## config.mk

```make
export PLATFORM = sky130hd
export DESIGN_NAME = icache_refill_flat
export DESIGN_NICKNAME = d
export VERILOG_FILES = /design/src/rtl/icache_refill_if.sv /design/src/rtl/icache_refill.sv /design/src/flat_wrapper.sv
export SDC_FILE = /design/constraint.sdc
export NUM_CORES = 1
export LEC_CHECK = 0
export BUFFER_PORTS_ARGS = -buffer_cell sky130_fd_sc_hd__buf_2
export CAP_MARGIN = 20
export CORE_UTILIZATION = 44
export CTS_CLUSTER_DIAMETER = 120
export CTS_CLUSTER_SIZE = 28
export DETAILED_ROUTE_END_ITERATION = 12
export PLACE_DENSITY = 0.85
export SYNTH_ARGS = -nofsm -noshare
export SYNTH_HDL_FRONTEND = slang
export SYNTH_SLANG_ARGS = --single-unit
```

## constraint.sdc

```tcl
create_clock -name clk_i -period 1.63 [get_ports clk_i]
set_input_delay 0.163 -clock clk_i [delete_from_list [all_inputs] [get_ports clk_i]]
set_output_delay 0.163 -clock clk_i [all_outputs]
set_load 0.005 [all_outputs]
```

## src/rtl/icache_refill_if.sv

```systemverilog
// Bundle of the icache miss port and the instruction-memory read port seen by the refill unit.
// slave = refill unit view, master = cache/memory environment view.
interface icache_refill_if #(
    parameter int CNT_W = 16
);
    logic             miss_req;
    logic [31:0]      miss_addr;
    logic [127:0]     line_data;
    logic [31:0]      line_addr;
    logic             line_ready;
    logic             busy;
    logic             mem_rd;
    logic [31:0]      mem_addr;
    logic             mem_ack;
    logic [31:0]      mem_rdata;
    logic [CNT_W-1:0] refill_cnt;

    modport slave (
        input  miss_req, miss_addr, mem_ack, mem_rdata,
        output line_data, line_addr, line_ready, busy, mem_rd, mem_addr, refill_cnt
    );

    modport master (
        output miss_req, miss_addr, mem_ack, mem_rdata,
        input  line_data, line_addr, line_ready, busy, mem_rd, mem_addr, refill_cnt
    );
endinterface

```

## src/rtl/icache_refill.sv

```systemverilog
// Instruction-cache miss service: fetches a 4-word line one word per memory handshake,
// returns it with a one-cycle ready pulse and counts completed refills (saturating).
module icache_refill #(
    parameter int WORDS = 4,
    parameter int CNT_W = 16
) (
    input logic            clk_i,
    input logic            rst_ni,
    icache_refill_if.slave bus
);
    localparam int         LINE_W = 32 * WORDS;
    localparam logic [1:0] LAST   = 2'(WORDS - 1);

    typedef enum logic [1:0] {IDLE, REQ, DONE, HOLD} state_e;

    state_e             state_q, state_d;
    logic [1:0]         cnt_q, cnt_d;
    logic [LINE_W-1:0]  line_data_q, line_data_d;
    logic [31:0]        line_addr_q, line_addr_d;
    logic [31:0]        mem_addr_q, mem_addr_d;
    logic [CNT_W-1:0]   refill_cnt_q, refill_cnt_d;
    logic               mem_rd_q, mem_rd_d;
    logic               busy_q, busy_d;
    logic               line_ready_q, line_ready_d;
    logic [31:0]        base;
    logic               unused_offset;

    assign base          = {bus.miss_addr[31:4], 4'h0};
    assign unused_offset = ^bus.miss_addr[3:0];

    always_comb begin
        state_d      = state_q;
        cnt_d        = cnt_q;
        line_data_d  = line_data_q;
        line_addr_d  = line_addr_q;
        mem_addr_d   = mem_addr_q;
        refill_cnt_d = refill_cnt_q;

        case (state_q)
            IDLE: begin
                if (bus.miss_req) begin
                    state_d     = REQ;
                    line_addr_d = base;
                    mem_addr_d  = base;
                    cnt_d       = 2'd0;
                end
            end
            REQ: begin
                if (bus.mem_ack) begin
                    for (int i = 0; i < WORDS; i++) begin
                        if (cnt_q == 2'(i)) line_data_d[32*i +: 32] = bus.mem_rdata;
                    end
                    if (cnt_q == LAST) begin
                        state_d = DONE;
                    end else begin
                        cnt_d = cnt_q + 2'd1;
                        // Only the word-select bits step, so a line never carries into [31:4].
                        mem_addr_d[3:2] = mem_addr_q[3:2] + 2'd1;
                    end
                end
            end
            DONE: begin
                state_d = HOLD;
                if (refill_cnt_q != {CNT_W{1'b1}}) refill_cnt_d = refill_cnt_q + 1'b1;
            end
            HOLD: begin
                // The cache keeps miss_req up until it sees line_ready; wait for it to drop.
                if (!bus.miss_req) state_d = IDLE;
            end
            default: state_d = IDLE;
        endcase

        mem_rd_d     = (state_d == REQ);
        busy_d       = (state_d != IDLE);
        line_ready_d = (state_d == DONE);
    end

    always_ff @(posedge clk_i or negedge rst_ni) begin
        if (!rst_ni) begin
            state_q      <= IDLE;
            cnt_q        <= 2'd0;
            line_data_q  <= '0;
            line_addr_q  <= '0;
            mem_addr_q   <= '0;
            refill_cnt_q <= '0;
            mem_rd_q     <= 1'b0;
            busy_q       <= 1'b0;
            line_ready_q <= 1'b0;
        end else begin
            state_q      <= state_d;
            cnt_q        <= cnt_d;
            line_data_q  <= line_data_d;
            line_addr_q  <= line_addr_d;
            mem_addr_q   <= mem_addr_d;
            refill_cnt_q <= refill_cnt_d;
            mem_rd_q     <= mem_rd_d;
            busy_q       <= busy_d;
            line_ready_q <= line_ready_d;
        end
    end

    assign bus.line_data  = line_data_q;
    assign bus.line_addr  = line_addr_q;
    assign bus.line_ready = line_ready_q;
    assign bus.busy       = busy_q;
    assign bus.mem_rd     = mem_rd_q;
    assign bus.mem_addr   = mem_addr_q;
    assign bus.refill_cnt = refill_cnt_q;
endmodule

```

## src/flat_wrapper.sv

```systemverilog
// flat-port wrapper written by rule: the top's interface ports become plain ports
module icache_refill_flat 
#(
    parameter int WORDS = 4,
    parameter int CNT_W = 16
)
  (clk_i, rst_ni, bus_miss_req, bus_miss_addr, bus_mem_ack, bus_mem_rdata, bus_line_data, bus_line_addr, bus_line_ready, bus_busy, bus_mem_rd, bus_mem_addr, bus_refill_cnt);
  icache_refill_if #(.CNT_W(CNT_W)) bus_i ();
  input logic clk_i;
  input logic rst_ni;
  input wire logic [$bits(bus_i.miss_req)-1:0] bus_miss_req;
  input wire logic [$bits(bus_i.miss_addr)-1:0] bus_miss_addr;
  input wire logic [$bits(bus_i.mem_ack)-1:0] bus_mem_ack;
  input wire logic [$bits(bus_i.mem_rdata)-1:0] bus_mem_rdata;
  output wire logic [$bits(bus_i.line_data)-1:0] bus_line_data;
  output wire logic [$bits(bus_i.line_addr)-1:0] bus_line_addr;
  output wire logic [$bits(bus_i.line_ready)-1:0] bus_line_ready;
  output wire logic [$bits(bus_i.busy)-1:0] bus_busy;
  output wire logic [$bits(bus_i.mem_rd)-1:0] bus_mem_rd;
  output wire logic [$bits(bus_i.mem_addr)-1:0] bus_mem_addr;
  output wire logic [$bits(bus_i.refill_cnt)-1:0] bus_refill_cnt;
  assign bus_i.miss_req = bus_miss_req;
  assign bus_i.miss_addr = bus_miss_addr;
  assign bus_i.mem_ack = bus_mem_ack;
  assign bus_i.mem_rdata = bus_mem_rdata;
  assign bus_line_data = bus_i.line_data;
  assign bus_line_addr = bus_i.line_addr;
  assign bus_line_ready = bus_i.line_ready;
  assign bus_busy = bus_i.busy;
  assign bus_mem_rd = bus_i.mem_rd;
  assign bus_mem_addr = bus_i.mem_addr;
  assign bus_refill_cnt = bus_i.refill_cnt;
  icache_refill #(.WORDS(WORDS), .CNT_W(CNT_W)) u_core (.clk_i(clk_i), .rst_ni(rst_ni), .bus(bus_i));
endmodule
```

==> results of run 1 <==
-- where the power goes --
part | internal [mW] | switching [mW]
Combinational | 4.02 | 2.82
Clock | 2.12 | 1.76
Sequential | 6.61 | 1.14
Total | 12.8 | 5.72
-- worst max-delay path by stage --
stage | from | end | slack, ps | depth (start not counted)
after CTS | u_core.state_q[0] | u_core.bus.line_data[74] | 3 | 6
after floorplan | u_core.bus.refill_cnt[0] | u_core.bus.refill_cnt[12] | -70 | 6
after detailed placement | u_core.bus.refill_cnt[1] | u_core.bus.refill_cnt[9] | -20 | 7
after global routing | u_core.bus.refill_cnt[1] | u_core.bus.refill_cnt[14] | -20 | 5
after global placement | u_core.bus.refill_cnt[1] | u_core.bus.refill_cnt[8] | 2 | 5
final | u_core.bus.refill_cnt[1] | u_core.bus.refill_cnt[12] | 50 | 5
-- through the flow --
step,hold slack (ps),utilization (%),total power [mW],area (um^2)
after floorplan,-132.6,-,11.39,7342
after global placement,92.13,56.08,14.15,8974
after detailed placement,91.08,56.08,14.49,8974
after CTS,0.3322,62.83,18.54,10050
after global routing,8.341,63.39,19.66,10140
final,26.70,63.39,18.47,10140
-- state kept, by name, indices dropped and copies added (netlist names) --
name,flops
u_core.bus.line_data,128
u_core.bus.mem_addr,30
u_core.bus.refill_cnt,16
u_core.cnt_q,2
u_core.state_q,2
u_core.bus.busy,1
u_core.bus.line_ready,1
u_core.bus.mem_rd,1
-- timing repair --
action	CTS	global route
setup endpoints to repair	16	85
endpoints found under the hold margin	136	1
hold buffers	51	1
resized for setup	3	16
gates cloned	0	1
pin swaps	0	3
-- Yosys cell counts (5+ instances only) --
cell and instances:
buf_4 34, dfrtp_1 181, nor2_1 6, ha_1 5, nor3_1 8, mux2_2 153
xor2_1 12, nand2_1 15, buf_2 17, nand4_1 5, mux2_1 7, inv_1 6
o21ai_0 5
-- per-layer routing --
layer	global-route usage, %	up-vias
li1	-	2334
met1	24.75	2617
met2	35.89	195
met3	5.945	24
met4	7.032	0
met5	0	-
-- area by class of cell --
| cell class | instances | area, um^2 | area share [%] |
|---|---|---|---|
| Clock inverter | 14 | 123.9 | 1.221 |
| Sequential cell | 181 | 4532 | 44.68 |
| Timing Repair Buffer | 356 | 2250 | 22.18 |
| Inverter | 6 | 22.52 | 0.2221 |
| Tap cell | 216 | 270.3 | 2.665 |
| Clock buffer | 18 | 429.2 | 4.231 |
| Multi-Input combinational cell | 251 | 2515 | 24.80 |
-- kinds of logic (layout without fill, tap and decap cells) --
kind of cell	after synthesis	in the layout	share of synthesized area, %
buffers and inverters	59	394	5.184
adder cells (fa/ha/maj)	5	5	0.8584
other	1	6	0.05145
flip-flops	181	181	62.15
XOR/XNOR	12	12	1.442
AO/OA/AOI/OAI	10	10	0.7382
AND/OR/NAND/NOR	55	55	4.446
multiplexers	163	163	25.13
-- layout by cell type, fill, tap and decap left out, drive strengths merged, types with 5 or more instances in the layout --
cell and instances:
buf 304, dfrtp 181, mux2 160, dlygate4sd3 52
clkbuf 18, nand2 15, xor2 12, inv 11
nor3 8, nor2 8, conb 6, o21ai 5
nand4 5, clkinv 5, nor4 5, ha 5
==> out/qor.yml, run 1 <==
die:
  placementRows: 46
  ioPinCount: 279
  die_x_um: 130.7
  start_util_pct: 45.55
  coreArea_mm2: 0.01600
  dieArea_mm2: 0.01708
  dieHeight_um: 130.7
yosys:
  yosysTopAreaCellShare_pct: 62.15
  ys_top_cells_by_area: "dfrtp_1, mux2_2, buf_4"
  async_flop_share_pct: 100.0
  syn_avg_cell_area_um2: 15.00
  synth_ff_type: "dfrtp_1"
  yosys.cell_types.count: 35
  yosysTopAreaCell: "dfrtp_1"
  netlist_area_mm2: 0.007288
  synth_edf_count: 0
  synthCells: 486
  ys_seq_elements: 181
  yosysSeqAreaShare_pct: 62.15
  ys_warn_count: 0
clock_network:
  cts.clk_slew.worst_paths_ps: 70
  post-cts-setup-buffers: 0
  clk_path_buf_depth: 2
  tritoncts: "yes"
  cts_made_buffers: 17
  cts_max_level: 4
  insertion_delay_ps: 420
  numClockSinks: 181
  root_buffer: "clkbuf_16"
min_path:
  hp-class: "in -> reg"
  whs_path_depth: 2
  min_from: "bus_mem_rdata[13]"
  holdPathEnd: "u_core.bus.line_data[109]"
route:
  via_count: 5170
  drt-pass1-iter-count: 4
  ant_nets: 0
  wl_per_cell_um: 16.87
  drc: 0
  totalWireLength_mm: 17.58
  top_layer: "met4"
  met1_length_mm: 7.156
  viasPerCell: 4.962
  met3_length_mm: 1.018
  drt_iter0_markers: 203
  met2_length_mm: 9.143
critical_path:
  rr_worst_depth: 5
  r2r_setup_slack_ps: 50
  worstSetupEndpointType: "flop"
  cp_max_fo: 6
  cp_cell_sequence: "ha_2 > nand3_2 > or3_4 > nor3_4 > mux2_4"
  slowest_stage: "or3_4"
  max_stage_delay_ps: 390
  reg2reg_from: "u_core.bus.refill_cnt[1]"
  r2r_end: "u_core.bus.refill_cnt[12]"
  worstSetupPathType: "reg -> reg"
  setup.worst_path.start_class: "flop"
  cp.arrival_ps: 1880
  cp_num_buf_inv: 0
  critical_path.top_delay_family: "simple AND/OR/NAND/NOR gates"
  crit_required_ps: 1930
timing:
  finalSetupTns_ps: 0
  max_freq_ghz: 0.6318
  drv_slew: 0
  clock_skew_ps: 8.868
  period_needed_ps: 1583
  setup_violations: 0
  finalCritPeriodShare_pct: 97.11
  rsz0062_at_grt: "true"
  setup_slack_ps: 47.18
  hold_violations: 0
finish:
  fillers: 1205
  final_nets: 886
  final_cells: 1042
  drive_gt1_share_pct: 61.86
  antennaDiodeCount: 0
  syn_to_final_growth_pct: 39.16
power:
  p_leak_nw: 5.039
  power_density_mw_per_mm2: 1821
  ir_drop_v: 0.0008925
placement:
  dpl.hpwl_mm: 11.55
  dp.cells: 957
  dpl_worst_slack_ps: -15.47
  place_congestion: 0.8310
  numPortBuffers: 268
grt:
  grt.overflow.total: 0
  grt_pass1_vias: 5212
  grt_pass1_wl_mm: 26.81
  grt_start_max_net_pins: 50
  grtUsageTotal_pct: 20.73
  antenna_found_initial: 0
flow_run:
  drv_cap: 0
status:
  status: "complete, no violations"
Power figures use the tool's default switching activity.
==> run 2: changes to the inputs <==
- CELL_PAD_IN_SITES_DETAIL_PLACEMENT: unset -> 0
- CELL_PAD_IN_SITES_GLOBAL_PLACEMENT: unset -> 1
- CORE_UTILIZATION: 44 -> 35
==> run 2 against run 1 <==
  * Via count is 2.2% lower
  * Maximum frequency fell by 0.88%
  * Largest cell class unchanged
  * Register-to-register slack about the same
  * Die area rose by 25%
  * Global-route usage fell by 4.0 points
  * Routed wire length about the same
  * Highest routed layer unchanged
  * Non-clock buffer count rose by 7
  * Clock power rose by 3%
  * Critical path type unchanged
==> out/qor.yml, run 2 (synthesis gave the netlist of run 1 again) <==
status:
  status: "complete, no violations"  # unchanged
die:
  dieHeight_um: 146.3  # was 130.7 um
  dieArea_mm2: 0.02141  # was 0.01708 mm^2
  coreArea_mm2: 0.02030  # was 0.01600 mm^2
  die_x_um: 146.3  # was 130.7 um
  start_util_pct: 35.90  # was 45.55%
  ioPinCount: 279  # unchanged
  placementRows: 52  # was 46
finish:
  drive_gt1_share_pct: 61.22  # was 61.86%
  syn_to_final_growth_pct: 41.51  # was 39.16%
  final_nets: 893  # was 886
  fillers: 1764  # was 1205
  largest_reg_flops: 128  # unchanged
  antennaDiodeCount: 0  # unchanged
  final_cell_mix: "buf_2, dfrtp_1, mux2_2, dlygate4sd3_1, buf_4"  # unchanged
  layout_commonest_cell: "buf_2"  # unchanged
grt:
  grtUsageTotal_pct: 16.74  # was 20.73%
  grt_start_max_net_pins: 54  # was 50
  grt_pass1_vias: 5281  # was 5212
  grt.overflow.total: 0  # unchanged
  antenna_found_initial: 0  # unchanged
  grt_pass1_wl_mm: 27.97  # was 26.81 mm
timing:
  max_freq_ghz: 0.6262  # was 0.6318 GHz
  setup_violations: 0  # unchanged
  rsz0062_at_grt: "true"  # unchanged
  finalSetupTns_ps: 0  # unchanged
  hold_violations: 0  # unchanged
  finalCritPeriodShare_pct: 97.97  # was 97.11%
  drv_slew: 0  # unchanged
  period_needed_ps: 1597  # was 1583 ps
  clock_skew_ps: 4.858  # was 8.868 ps
power:
  p_leak_nw: 5.107  # was 5.039 nW
  power_density_mw_per_mm2: 1806  # was 1821 mW/mm^2
  ir_drop_v: 0.0008418  # was 0.0008925 V
  p_total_mw: 18.62  # was 18.47 mW
clock_network:
  clk_path_buf_depth: 2  # unchanged
  insertion_delay_ps: 420  # about the same
  tritoncts: "yes"  # unchanged
  root_buffer: "clkbuf_16"  # unchanged
  cts_made_buffers: 17  # unchanged
  cts.clk_slew.worst_paths_ps: 70  # about the same
  cts_max_level: 4  # unchanged
  numClockSinks: 181  # unchanged
placement:
  dpl.hpwl_mm: 11.81  # was 11.55 mm
  place_congestion: 0.7618  # was 0.8310
  numPortBuffers: 268  # unchanged
route:
  ant_nets: 0  # unchanged
  via_count: 5056  # was 5170
  drt-pass1-iter-count: 4  # unchanged
  drt_iter0_markers: 105  # was 203
  viasPerCell: 4.584  # was 4.962
  drc: 0  # unchanged
  wl_per_cell_um: 15.94  # was 16.87 um
  totalWireLength_mm: 17.58  # about the same
critical_path:
  setup.worst_path.start_class: "flop"  # unchanged
  cp_max_fo: 14  # was 6
  worstSetupEndpointType: "flop"  # unchanged
  cp.arrival_ps: 1900  # was 1880 ps
  crit_required_ps: 1940  # was 1930 ps
  worstSetupStartpoint: "u_core.state_q[1]"  # was u_core.bus.refill_cnt[1]
  worstSetupPathType: "reg -> reg"  # unchanged
  reg2reg_from: "u_core.state_q[1]"  # was u_core.bus.refill_cnt[1]
min_path:
  hp-class: "in -> reg"  # unchanged
  min_from: "bus_mem_rdata[27]"  # was bus_mem_rdata[13]
flow_run:
  drv_cap: 0  # unchanged
## run 2: changes by cell type in the layout (fill, tap and decap cells not counted), sizes merged
| cell | change |
|---|---|
| clkbuf | +2 |
| buf | +1 |
| dlygate4sd3 | +4 |
| clkinvlp | +1 |
| bufinv | -1 |
| clkinv | -2 |
| inv | +2 |
## run 2: worst max-delay path: stages (launching register included)
cell and delay, ps:
dfrtp_1 430, buf_4 190, nor3b_4 190, buf_6 150
clkbuf_16 170, mux2_2 340
## run 2: power breakdown
group          internal, mW  switching [mW]
Clock                  2.07            1.91
Combinational          4.10            2.82
Sequential             6.61            1.12
## run 2: worst paths after layout
check / end / slack, ps / depth (start not counted)
max: u_core.bus.mem_addr[9] / 30 / 5
min: u_core.bus.line_data[123] / 20 / 2
max reg2reg: u_core.bus.mem_addr[9] / 30 / 5
min reg2reg: u_core.bus.mem_addr[3] / 480 / 1
max in group asynchronous: u_core.bus.line_data[79] / 740 / 3
min in group asynchronous: u_core.bus.refill_cnt[7] / 240 / 2
## run 2: layout make-up
cell class | instances | area, um^2 | area share, %
Clock buffer | 18 | 439.2 | 4.258
Multi-Input combinational cell | 251 | 2486 | 24.11
Clock inverter | 14 | 137.6 | 1.334
Inverter | 6 | 22.52 | 0.2184
Timing Repair Buffer | 363 | 2360 | 22.88
Sequential cell | 181 | 4531 | 43.93
Tap cell | 270 | 337.8 | 3.276
## run 2: repair_timing
item	CTS	global route
setup endpoints to repair	7	138
endpoints found under the hold margin	140	0
gates resized for setup	2	9
hold buffers	56	0
pin swaps	0	2
setup buffers	0	1
gates cloned	0	2
## run 2: per-stage QoR
| step | cell area, um^2 | setup WS [ps] | hold slack [ps] | cells | util (%) |
|---|---|---|---|---|---|
| floorplan | 7342 | -74.82 | -132.6 | 491 | - |
| global placement | 9064 | -25.87 | 139.8 | 1012 | 44.65 |
| global route | 10310 | -38.45 | 1.763 | 1103 | 50.81 |
| detailed placement | 9064 | -39.80 | 134.8 | 1012 | 44.65 |
| finish | 10310 | 33.17 | 18.11 | 1103 | 50.81 |
| CTS | 10210 | 13.74 | 0.02323 | 1100 | 50.30 |
## run 2: per-layer routing
metal	track usage, %	share of wire (%)	vias up
met5	0	0	-
met4	6.250	1.6	0
met3	4.531	5.2	20
met2	28.07	50	155
met1	20.61	43	2544
li1	-	-	2337
==> run 3: changes to the inputs <==
- SETUP_SLACK_MARGIN: unset -> 0.4
==> run 3 against run 2 <==
  * The flow now finishes with violations (negative setup slack)
  * Critical path type unchanged
  * Clock power is 2% higher
  * Largest power group is now combinational logic
  * Maximum frequency is 2.7% lower
  * Combinational power is 40% higher
  * Cell count is 3.2% higher
  * Utilization is 7.5 points higher
  * Setup slack worse by 44 ps
==> out/qor.yml, run 3 (synthesis gave the netlist of run 1 again) <==
status:
  status: "complete, but fails checks"  # was complete, no violations
  failed_checks: "negative setup slack"
clock_network:
  root_buffer: "clkbuf_16"  # unchanged
  tritoncts: "yes"  # unchanged
  clk_path_buf_depth: 2  # unchanged
  insertion_delay_ps: 420  # about the same
  cts.clk_slew.worst_paths_ps: 80  # was 70 ps
  cts_made_buffers: 17  # unchanged
  numClockSinks: 181  # unchanged
  cts_max_level: 4  # unchanged
die:
  dieArea_mm2: 0.02141  # unchanged
  placementRows: 52  # unchanged
  dieHeight_um: 146.3  # unchanged
  start_util_pct: 35.90  # unchanged
  coreArea_mm2: 0.02030  # unchanged
  ioPinCount: 279  # unchanged
  die_x_um: 146.3  # unchanged
grt:
  grt_start_max_net_pins: 51  # was 54
  grt.overflow.total: 0  # unchanged
  grt_pass1_vias: 5636  # was 5281
  antenna_found_initial: 0  # unchanged
  grtUsageTotal_pct: 19.46  # was 16.74%
  grt_pass1_wl_mm: 32.24  # was 27.97 mm
power:
  switching_share_pct: 31.24  # was 31.41%
  p_total_mw: 21.55  # was 18.62 mW
  ir_drop_v: 0.0007788  # was 0.0008418 V
  power_density_mw_per_mm2: 1821  # was 1806 mW/mm^2
  p_leak_nw: 6.071  # was 5.107 nW
  seqPwrFrac_pct: 36.3  # was 41.5%
  power_switching_mw: 6.732  # was 5.850 mW
  intPower_mw: 14.81  # was 12.77 mW
  clkPwrFrac_pct: 18.7  # was 21.4%
  combPwrFrac_pct: 45.0  # was 37.1%
critical_path:
  reg2reg_from: "u_core.bus.refill_cnt[0]"  # was u_core.state_q[1]
  crit_required_ps: 1940  # about the same
  worstSetupPathType: "reg -> reg"  # unchanged
  worstSetupEndpointType: "flop"  # unchanged
  worstSetupStartpoint: "u_core.bus.refill_cnt[0]"  # was u_core.state_q[1]
  setup.worst_path.start_class: "flop"  # unchanged
  cp_max_fo: 5  # was 14
  cp.arrival_ps: 1950  # was 1900 ps
finish:
  final_nets: 928  # was 893
  drive_gt1_share_pct: 69.35  # was 61.22%
  layout_commonest_cell: "buf_2"  # unchanged
  final_cell_mix: "buf_2, dfrtp_1, mux2_4, buf_6, mux2_2"  # was buf_2, dfrtp_1, mux2_2, dlygate4sd3_1, buf_4
  antennaDiodeCount: 0  # unchanged
  syn_to_final_growth_pct: 62.32  # was 41.51%
  largest_reg_flops: 128  # unchanged
route:
  drc: 0  # unchanged
  via_count: 5313  # was 5056
  viasPerCell: 4.669  # was 4.584
  wl_per_cell_um: 17.99  # was 15.94 um
  totalWireLength_mm: 20.48  # was 17.58 mm
  drt_iter0_markers: 143  # was 105
  ant_nets: 0  # unchanged
  drt-pass1-iter-count: 5  # was 4
flow_run:
  drv_cap: 0  # unchanged
timing:
  period_needed_ps: 1641  # was 1597 ps
  drv_slew: 0  # unchanged
  finalCritPeriodShare_pct: 100.7  # was 97.97%
  clock_skew_ps: 10.51  # was 4.858 ps
  hold_violations: 0  # unchanged
  setup_slack_ps: -10.80  # was 33.17 ps
  rsz0062_at_grt: "true"  # unchanged
  setup_violations: 1  # was 0
  finalSetupTns_ps: -10.80  # was 0 ps
  max_freq_ghz: 0.6095  # was 0.6262 GHz
placement:
  dpl.hpwl_mm: 11.96  # was 11.81 mm
  place_congestion: 0.7673  # was 0.7618
  numPortBuffers: 268  # unchanged
min_path:
  min_from: "bus_mem_rdata[11]"  # was bus_mem_rdata[27]
  hp-class: "in -> reg"  # unchanged
==> run 3: cell types whose count changed in the layout (fill, tap and decap cells not counted), moves of 13 or more <==
cell,before,now
mux2_2,152,47
buf_2,267,253
dlygate4sd3_1,56,33
mux2_4,1,113
buf_16,0,13
buf_6,4,51
==> run 3: critical path, cell delays in order, from the launching register on <==
cell and delay, ps:
dfrtp_1 380, ha_2 200, nand3_2 90, or3_4 410, nor3_4 150, mux2_4 310
==> run 3: power by group through the flow <==
stage	clock network (mW)	registers, mW	logic (mW)
floorplan	0	7.95	4.08
global placement	0	7.71	7.11
detailed placement	0	7.78	7.26
CTS	4.13	7.77	9.36
global route	4.33	8.09	10.4
finish	4.04	7.82	9.70
==> run 3: area by class of cell <==
type / instances / area (um^2)
fill: 1562 / 8469
clock buffer: 17 / 425.4
multi-input combinational: 251 / 3177
tap: 270 / 337.8
inverter: 6 / 22.52
timing repair buffer: 398 / 3179
sequential: 181 / 4532
clock inverter: 15 / 156.4
==> run 3: final timing paths <==
check                                             to  slack [ps]  depth (start not counted)
max in group asynchronous    u_core.bus.mem_addr[20]         880                          3
max                        u_core.bus.refill_cnt[12]         -10                          5
min                         u_core.bus.line_data[75]          20                          2
max reg2reg                u_core.bus.refill_cnt[12]         -10                          5
min in group asynchronous   u_core.bus.line_data[29]         160                          2
min reg2reg                   u_core.bus.mem_addr[3]         470                          1
==> run 3: per-layer routing <==
layer | vias to the layer above | global-route usage, % | routed length [um]
met4 | 0 | 5.833 | 260
li1 | 2410 | - | -
met1 | 2698 | 24.82 | 8741
met3 | 19 | 4.844 | 1142
met5 | - | 0 | 0
met2 | 186 | 32.60 | 10330
==> run 3: metrics by stage <==
stage	util, %	setup WS [ps]	area (um^2)	instances	hold slack (ps)
after floorplan	-	-74.51	7651	491	-132.6
after global placement	45.95	-32.70	9328	1018	41.25
after detailed placement	45.95	-18.52	9328	1018	38.54
after CTS	56.51	-8.020	11470	1125	1.176
after global routing	58.28	-72.97	11830	1138	2.251
final	58.28	-10.80	11830	1138	18.16
==> run 3: timing repair <==
| action | in CTS | in global routing |
|---|---|---|
| endpoints found under the hold margin | 213 | 0 |
| buffers inserted | 29 | 11 |
| resized for setup | 157 | 46 |
| pin swaps | 11 | 20 |
| gates cloned | 13 | 2 |
| setup endpoints to repair | 191 | 195 |
| hold buffers | 33 | 0 |
